==> src/rtl/riscv_perf_counter_bank.sv <==
// Performance-counter bank: NUM_EVENTS event-driven counters with per-counter
// enable, freeze, sticky overflow with interrupt, snapshot shadows and a
// single-cycle valid/ready host register port.
module riscv_perf_counter_bank #(
  parameter int NUM_EVENTS = 8,
  parameter int CNT_WIDTH  = 32
) (
  input  logic                  clk,
  input  logic                  rst,
  input  logic [NUM_EVENTS-1:0] evt_i,
  input  logic                  bus_valid,
  input  logic                  bus_we,
  input  logic [7:0]            bus_addr,
  input  logic [CNT_WIDTH-1:0]  bus_wdata,
  output logic                  bus_ready,
  output logic [CNT_WIDTH-1:0]  bus_rdata,
  output logic                  irq_o
);

  localparam logic [6:0]           NUM_EV    = 7'(NUM_EVENTS);
  localparam logic [7:0]           ADDR_EN   = 8'h80;
  localparam logic [7:0]           ADDR_OVF  = 8'h81;
  localparam logic [7:0]           ADDR_IE   = 8'h82;
  localparam logic [7:0]           ADDR_CTRL = 8'h83;
  localparam logic [CNT_WIDTH-1:0] CNT_ONE   = CNT_WIDTH'(1'b1);

  // Architectural state
  logic [CNT_WIDTH-1:0]  cnt_r    [NUM_EVENTS];
  logic [CNT_WIDTH-1:0]  shadow_r [NUM_EVENTS];
  logic [NUM_EVENTS-1:0] en_r;
  logic [NUM_EVENTS-1:0] ovf_r;
  logic [NUM_EVENTS-1:0] ie_r;
  logic                  freeze_r;
  logic                  ready_r;
  logic [CNT_WIDTH-1:0]  rdata_r;

  // Next-state and decode signals
  logic [CNT_WIDTH-1:0]  cnt_nxt_s [NUM_EVENTS];
  logic [NUM_EVENTS-1:0] ovf_set_s;
  logic [NUM_EVENTS-1:0] ovf_nxt_s;
  logic [CNT_WIDTH-1:0]  rd_s;
  logic [5:0]            idx_s;
  logic                  wr_s;
  logic                  cnt_sel_s;
  logic                  shd_sel_s;
  logic                  clear_all_s;
  logic                  snapshot_s;

  assign idx_s       = bus_addr[5:0];
  assign wr_s        = bus_valid & bus_we;
  assign cnt_sel_s   = (bus_addr[7:6] == 2'b00) && ({1'b0, idx_s} < NUM_EV);
  assign shd_sel_s   = (bus_addr[7:6] == 2'b01) && ({1'b0, idx_s} < NUM_EV);
  assign clear_all_s = wr_s && (bus_addr == ADDR_CTRL) && bus_wdata[1];
  assign snapshot_s  = wr_s && (bus_addr == ADDR_CTRL) && bus_wdata[2];

  // Per-counter next value: clear_all beats host write beats event increment;
  // only a surviving increment from all-ones raises overflow.
  always_comb begin
    ovf_set_s = '0;
    for (int i = 0; i < NUM_EVENTS; i++) begin
      cnt_nxt_s[i] = cnt_r[i];
      if (clear_all_s) begin
        cnt_nxt_s[i] = '0;
      end else if (wr_s && cnt_sel_s && (idx_s == 6'(i))) begin
        cnt_nxt_s[i] = bus_wdata;
      end else if (evt_i[i] && en_r[i] && !freeze_r) begin
        cnt_nxt_s[i] = cnt_r[i] + CNT_ONE;
        ovf_set_s[i] = (cnt_r[i] == '1);
      end else begin
        cnt_nxt_s[i] = cnt_r[i];
      end
    end
  end

  // Overflow status: write-1-to-clear first, then new overflows so a set wins.
  always_comb begin
    ovf_nxt_s = ovf_r;
    if (wr_s && (bus_addr == ADDR_OVF)) begin
      ovf_nxt_s = ovf_r & ~bus_wdata[NUM_EVENTS-1:0];
    end else begin
      ovf_nxt_s = ovf_r;
    end
    ovf_nxt_s = ovf_nxt_s | ovf_set_s;
  end

  // Read mux over pre-update register contents; writes and idle cycles return 0.
  always_comb begin
    rd_s = '0;
    if (bus_valid && !bus_we) begin
      case (bus_addr[7:6])
        2'b00: begin
          for (int i = 0; i < NUM_EVENTS; i++) begin
            rd_s = rd_s | ({CNT_WIDTH{cnt_sel_s && (idx_s == 6'(i))}} & cnt_r[i]);
          end
        end
        2'b01: begin
          for (int i = 0; i < NUM_EVENTS; i++) begin
            rd_s = rd_s | ({CNT_WIDTH{shd_sel_s && (idx_s == 6'(i))}} & shadow_r[i]);
          end
        end
        2'b10: begin
          case (bus_addr)
            ADDR_EN:   rd_s[NUM_EVENTS-1:0] = en_r;
            ADDR_OVF:  rd_s[NUM_EVENTS-1:0] = ovf_r;
            ADDR_IE:   rd_s[NUM_EVENTS-1:0] = ie_r;
            ADDR_CTRL: rd_s[0] = freeze_r;
            default:   rd_s = '0;
          endcase
        end
        default: rd_s = '0;
      endcase
    end else begin
      rd_s = '0;
    end
  end

  // Live counters and snapshot shadows (shadows capture the pre-update value).
  always_ff @(posedge clk or posedge rst) begin
    if (rst) begin
      for (int i = 0; i < NUM_EVENTS; i++) begin
        cnt_r[i]    <= '0;
        shadow_r[i] <= '0;
      end
    end else begin
      for (int i = 0; i < NUM_EVENTS; i++) begin
        cnt_r[i] <= cnt_nxt_s[i];
        if (snapshot_s) begin
          shadow_r[i] <= cnt_r[i];
        end
      end
    end
  end

  // Configuration and status registers.
  always_ff @(posedge clk or posedge rst) begin
    if (rst) begin
      en_r     <= '1;
      ie_r     <= '0;
      ovf_r    <= '0;
      freeze_r <= 1'b0;
    end else begin
      ovf_r <= ovf_nxt_s;
      if (wr_s && (bus_addr == ADDR_EN)) begin
        en_r <= bus_wdata[NUM_EVENTS-1:0];
      end
      if (wr_s && (bus_addr == ADDR_IE)) begin
        ie_r <= bus_wdata[NUM_EVENTS-1:0];
      end
      if (wr_s && (bus_addr == ADDR_CTRL)) begin
        freeze_r <= bus_wdata[0];
      end
    end
  end

  // Host response: one cycle after every request, no stall.
  always_ff @(posedge clk or posedge rst) begin
    if (rst) begin
      ready_r <= 1'b0;
      rdata_r <= '0;
    end else begin
      ready_r <= bus_valid;
      rdata_r <= rd_s;
    end
  end

  assign bus_ready = ready_r;
  assign bus_rdata = rdata_r;
  assign irq_o     = |(ovf_r & ie_r);

endmodule

==> config.mk <==
export PLATFORM = sky130hd
export DESIGN_NAME = riscv_perf_counter_bank
export DESIGN_NICKNAME = d
export VERILOG_FILES = /design/src/rtl/riscv_perf_counter_bank.sv
export SDC_FILE = /design/constraint.sdc
export NUM_CORES = 2
export LEC_CHECK = 0
export CAP_MARGIN = 0
export CORE_AREA = 2 2 251 228
export CTS_CLUSTER_DIAMETER = 80
export DETAILED_ROUTE_END_ITERATION = 10
export DIE_AREA = 0 0 253 230
export GPL_TIMING_DRIVEN = 0
export HOLD_SLACK_MARGIN = 0.05
export MAX_ROUTING_LAYER = met4
export PLACE_DENSITY_LB_ADDON = 0.1
export SLEW_MARGIN = 20
export SYNTH_ARGS = -nofsm -noshare
export SYNTH_HDL_FRONTEND = slang
export SYNTH_SLANG_ARGS = --single-unit
==> constraint.sdc <==
create_clock -name clk -period 18.2 [get_ports clk]
set_input_delay 1.82 -clock clk [delete_from_list [all_inputs] [get_ports clk]]
set_output_delay 1.82 -clock clk [all_outputs]
set_load 0.01 [all_outputs]
Yosys cells after proc, flatten, opt, wreduce, memory -nomap -nowiden
Cells that the tools add are included.

Logic and storage cells: 203. Bits in registers: 570. Output and inout bits: 34. Bits of input ports: 52.

Reduce and logical (&&, ||, !) cells: 63. $lt $le $gt $ge: 1. Bitwise gates (word level): 35. Muxes and demuxes: 53. Add/sub/neg operators: 8. Eq/ne operators: 21.

Operator list (count): $mux W32 (25); $and A32 B32 Y32 (16); $or A32 B32 Y32 (14); $add A32 B1 Y32 const B (8); $eq A32 B32 Y1 const B (8); $pmux W32 S3 (1); $logic_and A1 B1 Y1 (50); $eq A8 B8 Y1 const B (4); $eq A6 B3 Y1 const B (4); $mux W1 (24); $reduce_bool A3 Y1 (8); $pmux W7 S3 (1); $and A8 B8 Y8 (2); $eq A6 B2 Y1 const B (2); $mux W8 (1); $not A8 Y8 (1); $or A8 B8 Y8 (1); $reduce_or A8 Y1 (1); $eq A6 B1 Y1 const B (1); $logic_not A6 Y1 (1); $lt A6 B4 Y1 const B (1); $pmux W1 S4 (1); $eq A2 B1 Y1 const B (1); $eq A2 B2 Y1 const B (1); 3 further kinds (4).

Logic depth before layout (Yosys ltp)
Word-level depth: 13. Mapped depth: 9. Depth with buffers taken out: 6.

Worst setup path after synthesis
OpenSTA, ideal clock, no wires.

Kind: in2reg. From: input port bus_addr[7]. To: register cnt_r[213] in the netlist's numbering. Setup time: 0.126 ns. Cell stages on the path: 7. Required time: 18.074 ns. Arrival time: 3.269 ns. Setup slack: 14.805 ns. Path through: buf_2 > nor4_2 > nand3_1 > buf_2 > clkbuf_1 > o21ai_0 > a21oi_1.

Word-level cells in the longest chain between the ends: 6.

RTL lines: start: declaration (line 13) `input logic [7:0] bus_addr,`; $logic_not A2 Y1 (line 51) `assign cnt_sel_s = (bus_addr[7:6] == 2'b00) && ({1'b0, idx_s} < NUM_EV);`; $logic_and A1 B1 Y1 (line 51); $logic_and A1 B1 Y1 (2 in a row) (line 64) `end else if (wr_s && cnt_sel_s && (idx_s == 6'(i))) begin`; $mux W32 (line 64); $mux W32 (line 62) `if (clear_all_s) begin`; end signal: indexed assignment (line 126) `cnt_r[i] <= cnt_nxt_s[i];`; end: declaration (line 28) `logic [CNT_WIDTH-1:0] cnt_r [NUM_EVENTS];`.

Several ways; a longest one is shown, not always the timed one. A chain may end at the register's enable or synchronous reset.

Worst setup path after layout
From: input port bus_addr[4]. To: register rdata_r[9], in the netlist bus_rdata[9].

Word-level cells in the longest chain between the ends: 13.

RTL lines: $lt A6 B4 Y1 (line 51, 52); $logic_and A1 B1 Y1, on equally long branches (line 52, 51); $logic_and A1 B1 Y1, on equally long branches (line 98, 93); $and A32 B32 Y32, on equally long branches (line 98, 93); $or A32 B32 Y32, on equally long branches (7 in a row) (line 98, 93); $pmux W32 S3 (*) (line 90) `case (bus_addr[7:6])`; $mux W32 (*) (line 89) `if (bus_valid && !bus_we) begin`; named net rd_s[9] (line 41) `logic [CNT_WIDTH-1:0] rd_s;`; end signal: assignment (line 162) `rdata_r <= rd_s;`; end: declaration (line 35) `logic [CNT_WIDTH-1:0] rdata_r;`.

The timed path passes the listed nets; every way through them passes the cells marked *.

==> flow_summary.json <==
{
  "fin_tns_setup_ns": 0,
  "drc": 0,
  "ctsResizeCount": 0,
  "die_width_um": 253,
  "finalCriticalPeriod_ns": 5.179,
  "portBuffers": 81,
  "clock_skew_ns": 0.02098,
  "synth_seq_cells": 570,
  "status": "finished clean",
  "rows": 82,
  "grt_pass1_vias": 29730,
  "drv_slew": 0,
  "drt-total-wl_um": 147800,
  "die_area_um2": 58190,
  "r2r_setup_slack_ns": 14.77,
  "syn-num-nets": 3581,
  "grt_pass1_wl_um": 208900,
  "clockBufferDepth": 3,
  "yosys_most_used_dff": "dfrtp_1",
  "r2r_cells": 6,
  "place_hpwl_um": 112700,
  "cts_setup_buffers": 0,
  "async_reset_ff_share_pct": 100.0,
  "cts_hold_buffers": 0,
  "hold_viol": 0,
  "max-cap-violations": 0,
  "synth_cell_types": 88,
  "core_area_um2": 55400,
  "layout_common_cells": "nand2_1, dfrtp_1, o21ai_0",
  "period_share_pct": 28.46,
  "netlist_area_um2": 31490,
  "clk_latency_ns": 0.66,
  "gp_congestion": 1.096,
  "hold_path.class": "register to register",
  "critical_path_class": "input pin to register",
  "cts_max_level": 2,
  "cp-end-kind": "register",
  "grt_max_degree": 108,
  "yosys_warnings": 0,
  "relSlewSlack_pct": 15.28,
  "synthCells": 3521,
  "drive_gt1_share_pct": 9.382,
  "area_growth_pct": 12.69,
  "cts_sinks": 570,
  "worst_ep_required_time_ns": 18.68,
  "path_clk_slew_ns": 0.06,
  "max-vdd-ir-drop_mv": 0.08210,
  "stdcell_area_um2": 35490,
  "num_vias": 31600,
  "cts_tree": "yes",
  "ioPinCount": 86,
  "numCtsBuffers": 61,
  "routed_via_density": 7.108,
  "r2r-end": "cnt_r[87]",
  "yosys-top-cells-area": "dfrtp_1, nand2_1, xor2_1, o21ai_0, xnor2_1",
  "rsz0062_at_grt": "no",
  "fmax_mhz": 193.1,
  "ant_nets": 0,
  "grt_usage_pct": 52.00,
  "worstPathMaxFanout": 10,
  "worstPathArrival_ns": 5.65,
  "yosysSeqAreaShare_pct": 45.33,
  "dr.pass1.iters": 7,
  "ctsRootBufferMaster": "clkbuf_16",
  "die_y_um": 230,
  "drt_iter0_drc": 5537,
  "setup_viol": 0,
  "yosysTopAreaCellShare_pct": 44.66,
  "syn_area_per_cell_um2": 8.944,
  "critPathLaunch": "bus_addr[4]",
  "r2r-start": "cnt_r[73]",
  "p_leak_nw": 16.10,
  "num-fill-cells": 4575,
  "tightest_slew_ns": 1.271,
  "start_util_pct": 56.84,
  "yosys.area.top_type": "dfrtp_1",
  "antenna_found_initial": 5,
  "layout_commonest_cell": "nand2_1",
  "cellPowerDensity_nw_per_um2": 80.68,
  "overflow": 0,
  "nets": 3732,
  "synth_edf_count": 0,
  "worstSetupEndpoint": "bus_rdata[9]",
  "wl_per_cell_um": 33.25,
  "postPlaceCellArea_um2": 33410,
  "cp-start-kind": "input pin"
}
-- stage by stage --
stage               power, mW  util (%)  hold slack (ns)  instances  worst slack (ns)
finish                  2.863     64.05           0.4676       4445             13.02
detailed placement      1.558     60.30           0.4522       4323             12.94
global route            2.906     64.02           0.4885       4439             13.19
CTS                     2.835     63.99           0.4661       4434             13.58
floorplan               1.450         -           0.4300       3521            0.4489
global placement        1.548     59.92           0.4471       4316            -6.048
-- sequential cells by signal, summed over array words and instances (netlist names) --
register and flops:
ie_r 8, bus_rdata 32, ovf_r 8, shadow_r 256, en_r 8, cnt_r 256
bus_ready 1, freeze_r 1
-- critical path, stage by stage --
cell             delay, ns
clkdlybuf4s50_1       0.52
buf_4                 0.26
nor2_1                0.63
nand3_1               0.69
clkbuf_1              0.61
o2bb2ai_1             0.51
a2111oi_0             0.12
o22ai_1               0.47
-- worst min-delay path by stage --
stage	from	end	slack, ns	cells after the start
after floorplan	shadow_r[251]	shadow_r[251]	0.43	2
final	shadow_r[215]	shadow_r[215]	0.47	2
after global placement	shadow_r[30]	shadow_r[30]	0.45	2
after CTS	shadow_r[127]	shadow_r[127]	0.47	2
after detailed placement	shadow_r[116]	shadow_r[116]	0.45	2
after global routing	shadow_r[215]	shadow_r[215]	0.49	2
-- cells by family after synthesis --
family | Yosys count | share of synthesized area (%)
buffers and inverters | 304 | 5.054
muxes | 116 | 3.921
xor gates and xnor gates | 227 | 6.313
AOI/OAI and AO/OA | 744 | 15.57
adders and majority gates | 8 | 0.3179
DFF | 570 | 45.33
and+or+nand+nor | 1552 | 23.50
-- where the power goes --
part	switching, mW	leakage [nW]	internal [mW]
clock network	0.557	1.00	0.757
registers	0.0664	7.85	1.29
logic	0.127	7.25	0.0615
-- layout make-up --
cell class / count / area [um^2] / area share [%]
diodes: 11 / 27.53 / 0.07757
plain buffers: 273 / 1479 / 4.168
clock buffers: 96 / 1838 / 5.179
clock inverters: 15 / 205.2 / 0.5782
inverters: 31 / 123.9 / 0.3491
multi-input cells: 2647 / 15660 / 44.13
flip-flops and latches: 570 / 14270 / 40.22
well taps: 714 / 893.4 / 2.517
repair buffers: 88 / 987.2 / 2.782
-- cells in the mapped netlist (9+ instances only) --
library cell / n
nand2_1: 867
dfrtp_1: 562
o21ai_0: 205
a21oi_1: 168
nor2_1: 154
nand3_1: 123
xor2_1: 123
xnor2_1: 104
buf_2: 103
clkbuf_1: 103
a211oi_1: 92
nand4_1: 91
mux2i_1: 84
a22oi_1: 76
and3_1: 55
nor3_1: 44
and4_1: 42
nor4_1: 41
a22o_1: 40
buf_6: 35
inv_1: 31
o2bb2ai_1: 30
and2_1: 28
mux2_2: 27
a222oi_1: 21
nand2b_1: 16
buf_1: 15
buf_4: 15
o211ai_1: 14
o22ai_1: 13
a221oi_1: 10
a2bb2oi_1: 9
nand4b_1: 9
nor2b_1: 9
-- layer usage --
layer	share of wire, %	wire, um	track usage [%]
met1	36	53740	65.84
met3	15	22520	18.64
met2	39	57770	68.44
met4	9.3	13780	36.96
met5	0	0	-
Power figures use the tool's default switching activity.
